**config.mk**
```make
export PLATFORM = sky130hd
export DESIGN_NAME = calc_arbiter
export DESIGN_NICKNAME = d
export VERILOG_FILES = /design/src/rtl/calc_arbiter.sv
export SDC_FILE = /design/constraint.sdc
export NUM_CORES = 1
export LEC_CHECK = 0
export ABC_CLOCK_PERIOD_IN_PS = 2300
export CORE_AREA = 4 4 89 91
export DETAILED_ROUTE_END_ITERATION = 8
export DIE_AREA = 0 0 93 95
export GPL_ROUTABILITY_DRIVEN = 0
export MAX_ROUTING_LAYER = met4
export PLACE_DENSITY_LB_ADDON = 0.15
export SYNTH_ARGS = -nofsm -noshare
export SYNTH_HDL_FRONTEND = slang
export SYNTH_SLANG_ARGS = --single-unit
```
**constraint.sdc**
```tcl
create_clock -name clk -period 2.3 [get_ports clk]
set_input_delay 0.46 -clock clk [delete_from_list [all_inputs] [get_ports clk]]
set_output_delay 0.46 -clock clk [all_outputs]
set_load 0.03 [all_outputs]
```
**src/rtl/calc_arbiter.sv**
```systemverilog
// Two-requester round-robin front end for the calculator datapath.
// Optional CALC_ARB_LOCK_EN: a locked winner keeps the grant when it re-requests immediately.
module calc_arbiter #(
  parameter int BITS      = 32,
  parameter int DP_SETTLE = 1
) (
  input  logic            clk,
  input  logic            reset,
  input  logic [1:0]      req,
  input  logic [1:0]      lock,
  input  logic [1:0]      op0,
  input  logic [1:0]      op1,
  input  logic [15:0]     operand0,
  input  logic [15:0]     operand1,
  output logic [1:0]      gnt,
  output logic [1:0]      done,
  output logic [BITS-1:0] result,
  output logic            busy,
  output logic            dp_start,
  output logic            dp_reset,
  output logic [4:0]      dp_buttons,
  output logic [15:0]     dp_switch,
  input  logic [BITS-1:0] dp_accum
);

  // Button bit indices as defined by calculator_pkg
  localparam int BTN_CENTER = 0;
  localparam int BTN_UP     = 1;
  localparam int BTN_DOWN   = 2;
  localparam int BTN_LEFT   = 3;
  localparam int BTN_RIGHT  = 4;

  localparam logic [1:0] OP_ADD = 2'd0;
  localparam logic [1:0] OP_SUB = 2'd1;
  localparam logic [1:0] OP_MUL = 2'd2;
  localparam logic [1:0] OP_CLR = 2'd3;

  localparam logic [2:0] S_IDLE   = 3'd0;
  localparam logic [2:0] S_ISSUE  = 3'd1;
  localparam logic [2:0] S_EXEC   = 3'd2;
  localparam logic [2:0] S_SETTLE = 3'd3;
  localparam logic [2:0] S_RESP   = 3'd4;

  localparam logic [3:0] SETTLE_LOAD = 4'(DP_SETTLE - 1);

  logic [2:0]  state;
  logic        winner;
  logic        last;
  logic [1:0]  op_q;
  logic [3:0]  cnt;
  logic        pick;
  logic        lock_hit;
  logic [1:0]  pick_op;
  logic [15:0] pick_opnd;

`ifdef CALC_ARB_LOCK_EN
  logic lock_q;

  always_ff @(posedge clk) begin
    if (reset) lock_q <= 1'b0;
    else       lock_q <= (state == S_RESP) ? lock[winner] : 1'b0;
  end

  assign lock_hit = lock_q && req[winner];
`else
  logic unused_lock;
  assign unused_lock = ^lock;
  assign lock_hit    = 1'b0;
`endif

  // On a tie the requester that was not served last wins.
  always_comb begin
    pick = 1'b0;
    if (lock_hit)         pick = winner;
    else if (&req)        pick = ~last;
    else if (req[1])      pick = 1'b1;
    pick_op   = pick ? op1 : op0;
    pick_opnd = pick ? operand1 : operand0;
  end

  function automatic logic [4:0] op_buttons(input logic [1:0] op);
    logic [4:0] b;
    b = '0;
    case (op)
      OP_ADD:  b[BTN_LEFT]  = 1'b1;
      OP_SUB:  b[BTN_RIGHT] = 1'b1;
      OP_MUL:  b[BTN_UP]    = 1'b1;
      default: b = '0;
    endcase
    return b;
  endfunction

  // Outputs are registered together with the state they belong to.
  always_ff @(posedge clk) begin
    if (reset) begin
      state      <= S_IDLE;
      winner     <= 1'b0;
      last       <= 1'b1;
      op_q       <= '0;
      cnt        <= '0;
      gnt        <= '0;
      done       <= '0;
      result     <= '0;
      busy       <= 1'b0;
      dp_start   <= 1'b0;
      dp_reset   <= 1'b0;
      dp_buttons <= '0;
      dp_switch  <= '0;
    end else begin
      case (state)
        S_IDLE: begin
          done <= '0;
          if (|req) begin
            winner     <= pick;
            if (!lock_hit) last <= pick;
            op_q       <= pick_op;
            gnt        <= pick ? 2'b10 : 2'b01;
            busy       <= 1'b1;
            dp_switch  <= pick_opnd;
            dp_start   <= (pick_op != OP_CLR);
            dp_reset   <= (pick_op == OP_CLR);
            dp_buttons <= op_buttons(pick_op);
            state      <= S_ISSUE;
          end
        end
        S_ISSUE: begin
          dp_start   <= 1'b0;
          dp_reset   <= 1'b0;
          dp_buttons <= '0;
          if (op_q == OP_CLR) begin
            cnt   <= SETTLE_LOAD;
            state <= S_SETTLE;
          end else begin
            state <= S_EXEC;
          end
        end
        S_EXEC: begin
          cnt   <= SETTLE_LOAD;
          state <= S_SETTLE;
        end
        S_SETTLE: begin
          if (cnt == '0) begin
            result <= dp_accum;
            done   <= winner ? 2'b10 : 2'b01;
            state  <= S_RESP;
          end else begin
            cnt <= cnt - 4'd1;
          end
        end
        S_RESP: begin
          done  <= '0;
          gnt   <= '0;
          busy  <= 1'b0;
          state <= S_IDLE;
        end
        default: state <= S_IDLE;
      endcase
    end
  end

endmodule

```
==> run summary <==
placed inst area - 4130 um^2
CP top delay family - buffers and inverters
Yosys warning count - 0
H-tree level count - 3
initial DRC count - 120
io pins - 134
RSZ-0062 raised after global routing - false
Clock transition at path regs - 80 ps
CP Class - reg2out
filler cell count - 674
# Max-Cap Violations - 0
Die H - 95 um
# nets final - 518
Wirelength per Cell - 12.6 um
final setup fails - 0
ys async rst share - 0%
Ant. Diodes - 0
CP bufs+invs - 1
CP startpoint - done[1]
drt pass-1 iters - 4
register bit total from synthesis - 69
clock latency on the worst-skew pair - 340 ps
Vias - 2,613
Hold WS - 453 ps
NetSw - 979 uW
Yosys cell types - 40
CTS tree - done
Setup WS pre-CTS - 249 ps
number of hold buffers added after CTS - 0
status - completed
total grt overflow - 0
achievable frequency - 0.544 GHz
FP Rows - 31
initial core utilization - 38.6%
Post-synth EDFFs - 0
Setup crit end - done[1]
setup bufs post-CTS - 0
Syn Std Cell Area - 2760 um^2
HPWL after detailed placement - 4.94 mm
Power Density - 740 nW/um^2
clk sink count - 69
largest net degree at the start of global routing - 47
# resized after CTS - 0
synthesized instance count - 319
clock power share - 31.3%
first-pass GRT wire length - 11.2 mm
worst-path fanout max - 2
post-route minimum period - 1840 ps
setup TNS - 0 ps
combinational share of power - 25.9%
clk buf depth - 2
P_leak - 0.00158 uW
Syn-to-layout area delta - 57.2%
sw frac - 30.5%
vias in the first global route - 2,492
max-slew violations - 0
R2R setup slack - 500 ps
CP startpoint kind - flip-flop
die footprint - 8840 um^2
largest area contributor in the netlist - dfxtp_1
Flop pwr share - 42.7%
worst hold path class - reg2reg
Synth area leaders - dfxtp_1, a21oi_1, nand2_1, mux2i_1, o21ai_0
share of layout cells above drive strength 1 - 6.47%
worst path arrival time - 1380 ps
top_reg_cell synth - dfxtp_1
worst-path cell chain - clkdlybuf4s50_1
share of the synthesized area in the top cell type - 50.1%
Setup crit end kind - primary output
WP depth - 1
cts bufs inserted - 9
register area share after synthesis - 50.1%
r2r endpoint - done[0]
routed wire length - 6.91 mm
Final Worst Setup Slack - 462 ps
Via density - 4.78
Final Cell Area - 4330 um^2
core area - 7140 um^2
Fin. Hold Viols - 0
Pwr Total - 3210 uW
DRC Markers - 0
Max IR drop VDD - 337 uV
Worst path max stage delay - 690 ps
Worst R2R Path Depth - 5
Final period util - 79.9%
Final Skew - 11.4 ps
Die W - 93 um
launch point of the worst reg-to-reg path - state[1]
Post-DRT Antenna Nets - 0
Required @ worst endpoint - 1840 ps
internal power - 2230 uW
Least-Margin Pin Slew - 527 ps
Global Route Usage Sum - 16.5%
port buffer count - 129
Crit-path slowest cell - clkdlybuf4s50_1
Clock Tree Root - clkbuf_8
slew margin rel. - 64.8%
syn avg cell area - 8.64 um^2
antenna violations before repair - 0
per-layer routing:
metal / wire length [um] / global-route usage (%) / part of all wire, % / vias to the layer above
li1: - / - / - / 1342
met1: 3170 / 19.2 / 46 / 1161
met2: 3060 / 26.5 / 44 / 101
met3: 590 / 5.98 / 8.5 / 9
met4: 92 / 5.62 / 1.3 / 0
met5: 0 / - / 0 / -
power by group through the flow:
| stage | registers, uW | logic [uW] | clock network, uW |
|---|---|---|---|
| detailed placement | 1400 | 837 | 0 |
| floorplan | 1560 | 303 | 0 |
| global placement | 1390 | 834 | 0 |
| CTS | 1370 | 841 | 1040 |
| global route | 1390 | 896 | 1100 |
| finish | 1370 | 831 | 1010 |
worst reg2reg max path, delay by kind of cell, from the launching register on:
| kind | cells | cell delay [ps] |
|---|---|---|
| flops | 1 | 580 |
| buf+inv | 1 | 230 |
| compound gates | 1 | 290 |
| simple gates | 3 | 590 |
worst min-delay path by stage:
stage,start,to,cells past startpoint,slack (ps)
6_report,result[24],result[24],2,450
5_1_grt,result[13],result[13],2,470
4_1_cts,result[15],result[15],2,460
3_5_place_dp,result[4],result[4],2,450
3_3_place_gp,result[13],result[13],2,440
2_1_floorplan,cnt[0],cnt[0],1,450
layout make-up:
| type | count | area [um^2] | area share, % |
|---|---|---|---|
| tap | 99 | 124 | 2.86 |
| clock buffer | 10 | 138 | 3.18 |
| sequential | 69 | 1380 | 31.9 |
| inverter | 6 | 22.5 | 0.520 |
| timing repair buffer | 135 | 1370 | 31.6 |
| clock inverter | 6 | 68.8 | 1.59 |
| multi-input combinational | 222 | 1230 | 28.4 |
flip-flops by register name, indices dropped and copies added (netlist names), 2 cells and up:
| name | flops |
|---|---|
| gnt | 2 |
| dp_switch | 16 |
| done | 2 |
| result | 32 |
| cnt | 4 |
| op_q | 2 |
| dp_buttons | 3 |
| state | 3 |
layout by cell type (no fill, tap or decap), types with 2 or more instances in the layout:
master / n
nor2_1: 12
a21oi_1: 60
a21o_1: 2
buf_12: 3
conb_1: 2
mux2i_1: 18
dfxtp_1: 69
buf_4: 3
inv_6: 2
clkbuf_8: 10
nor3_1: 4
nand3_1: 3
o21ai_0: 23
nand2_1: 70
nor3b_1: 2
inv_1: 6
clkdlybuf4s50_1: 128
a31oi_1: 4
cells by family (layout without fill, tap and decap cells):
group           Yosys count  after routing  share of synthesized area (%)
compound gates          101            101                           20.6
fa+ha+maj                 1              1                          0.454
buf+inv                  29            157                           5.40
flops                    69             69                           50.1
mux                      18             18                           6.53
other cells               1              2                          0.136
simple gates            100            100                           16.8
synthesized netlist by cell type, drive strengths merged (2+ instances only):
library cell	n
o21ai	23
nor3	4
inv	6
a31oi	4
nand2	70
mux2i	18
nor3b	2
dfxtp	69
a21boi	2
buf	10
clkbuf	13
a21o	2
a21oi	60
nor2	12
nand3	3
metrics by stage:
step / util, % / std cells
finish: 60.7 / 547
global route: 60.7 / 547
CTS: 60.7 / 547
detailed placement: 57.8 / 531
global placement: 57.8 / 531
floorplan: - / 320
Note: power is estimated with default switching activity, not from simulation.
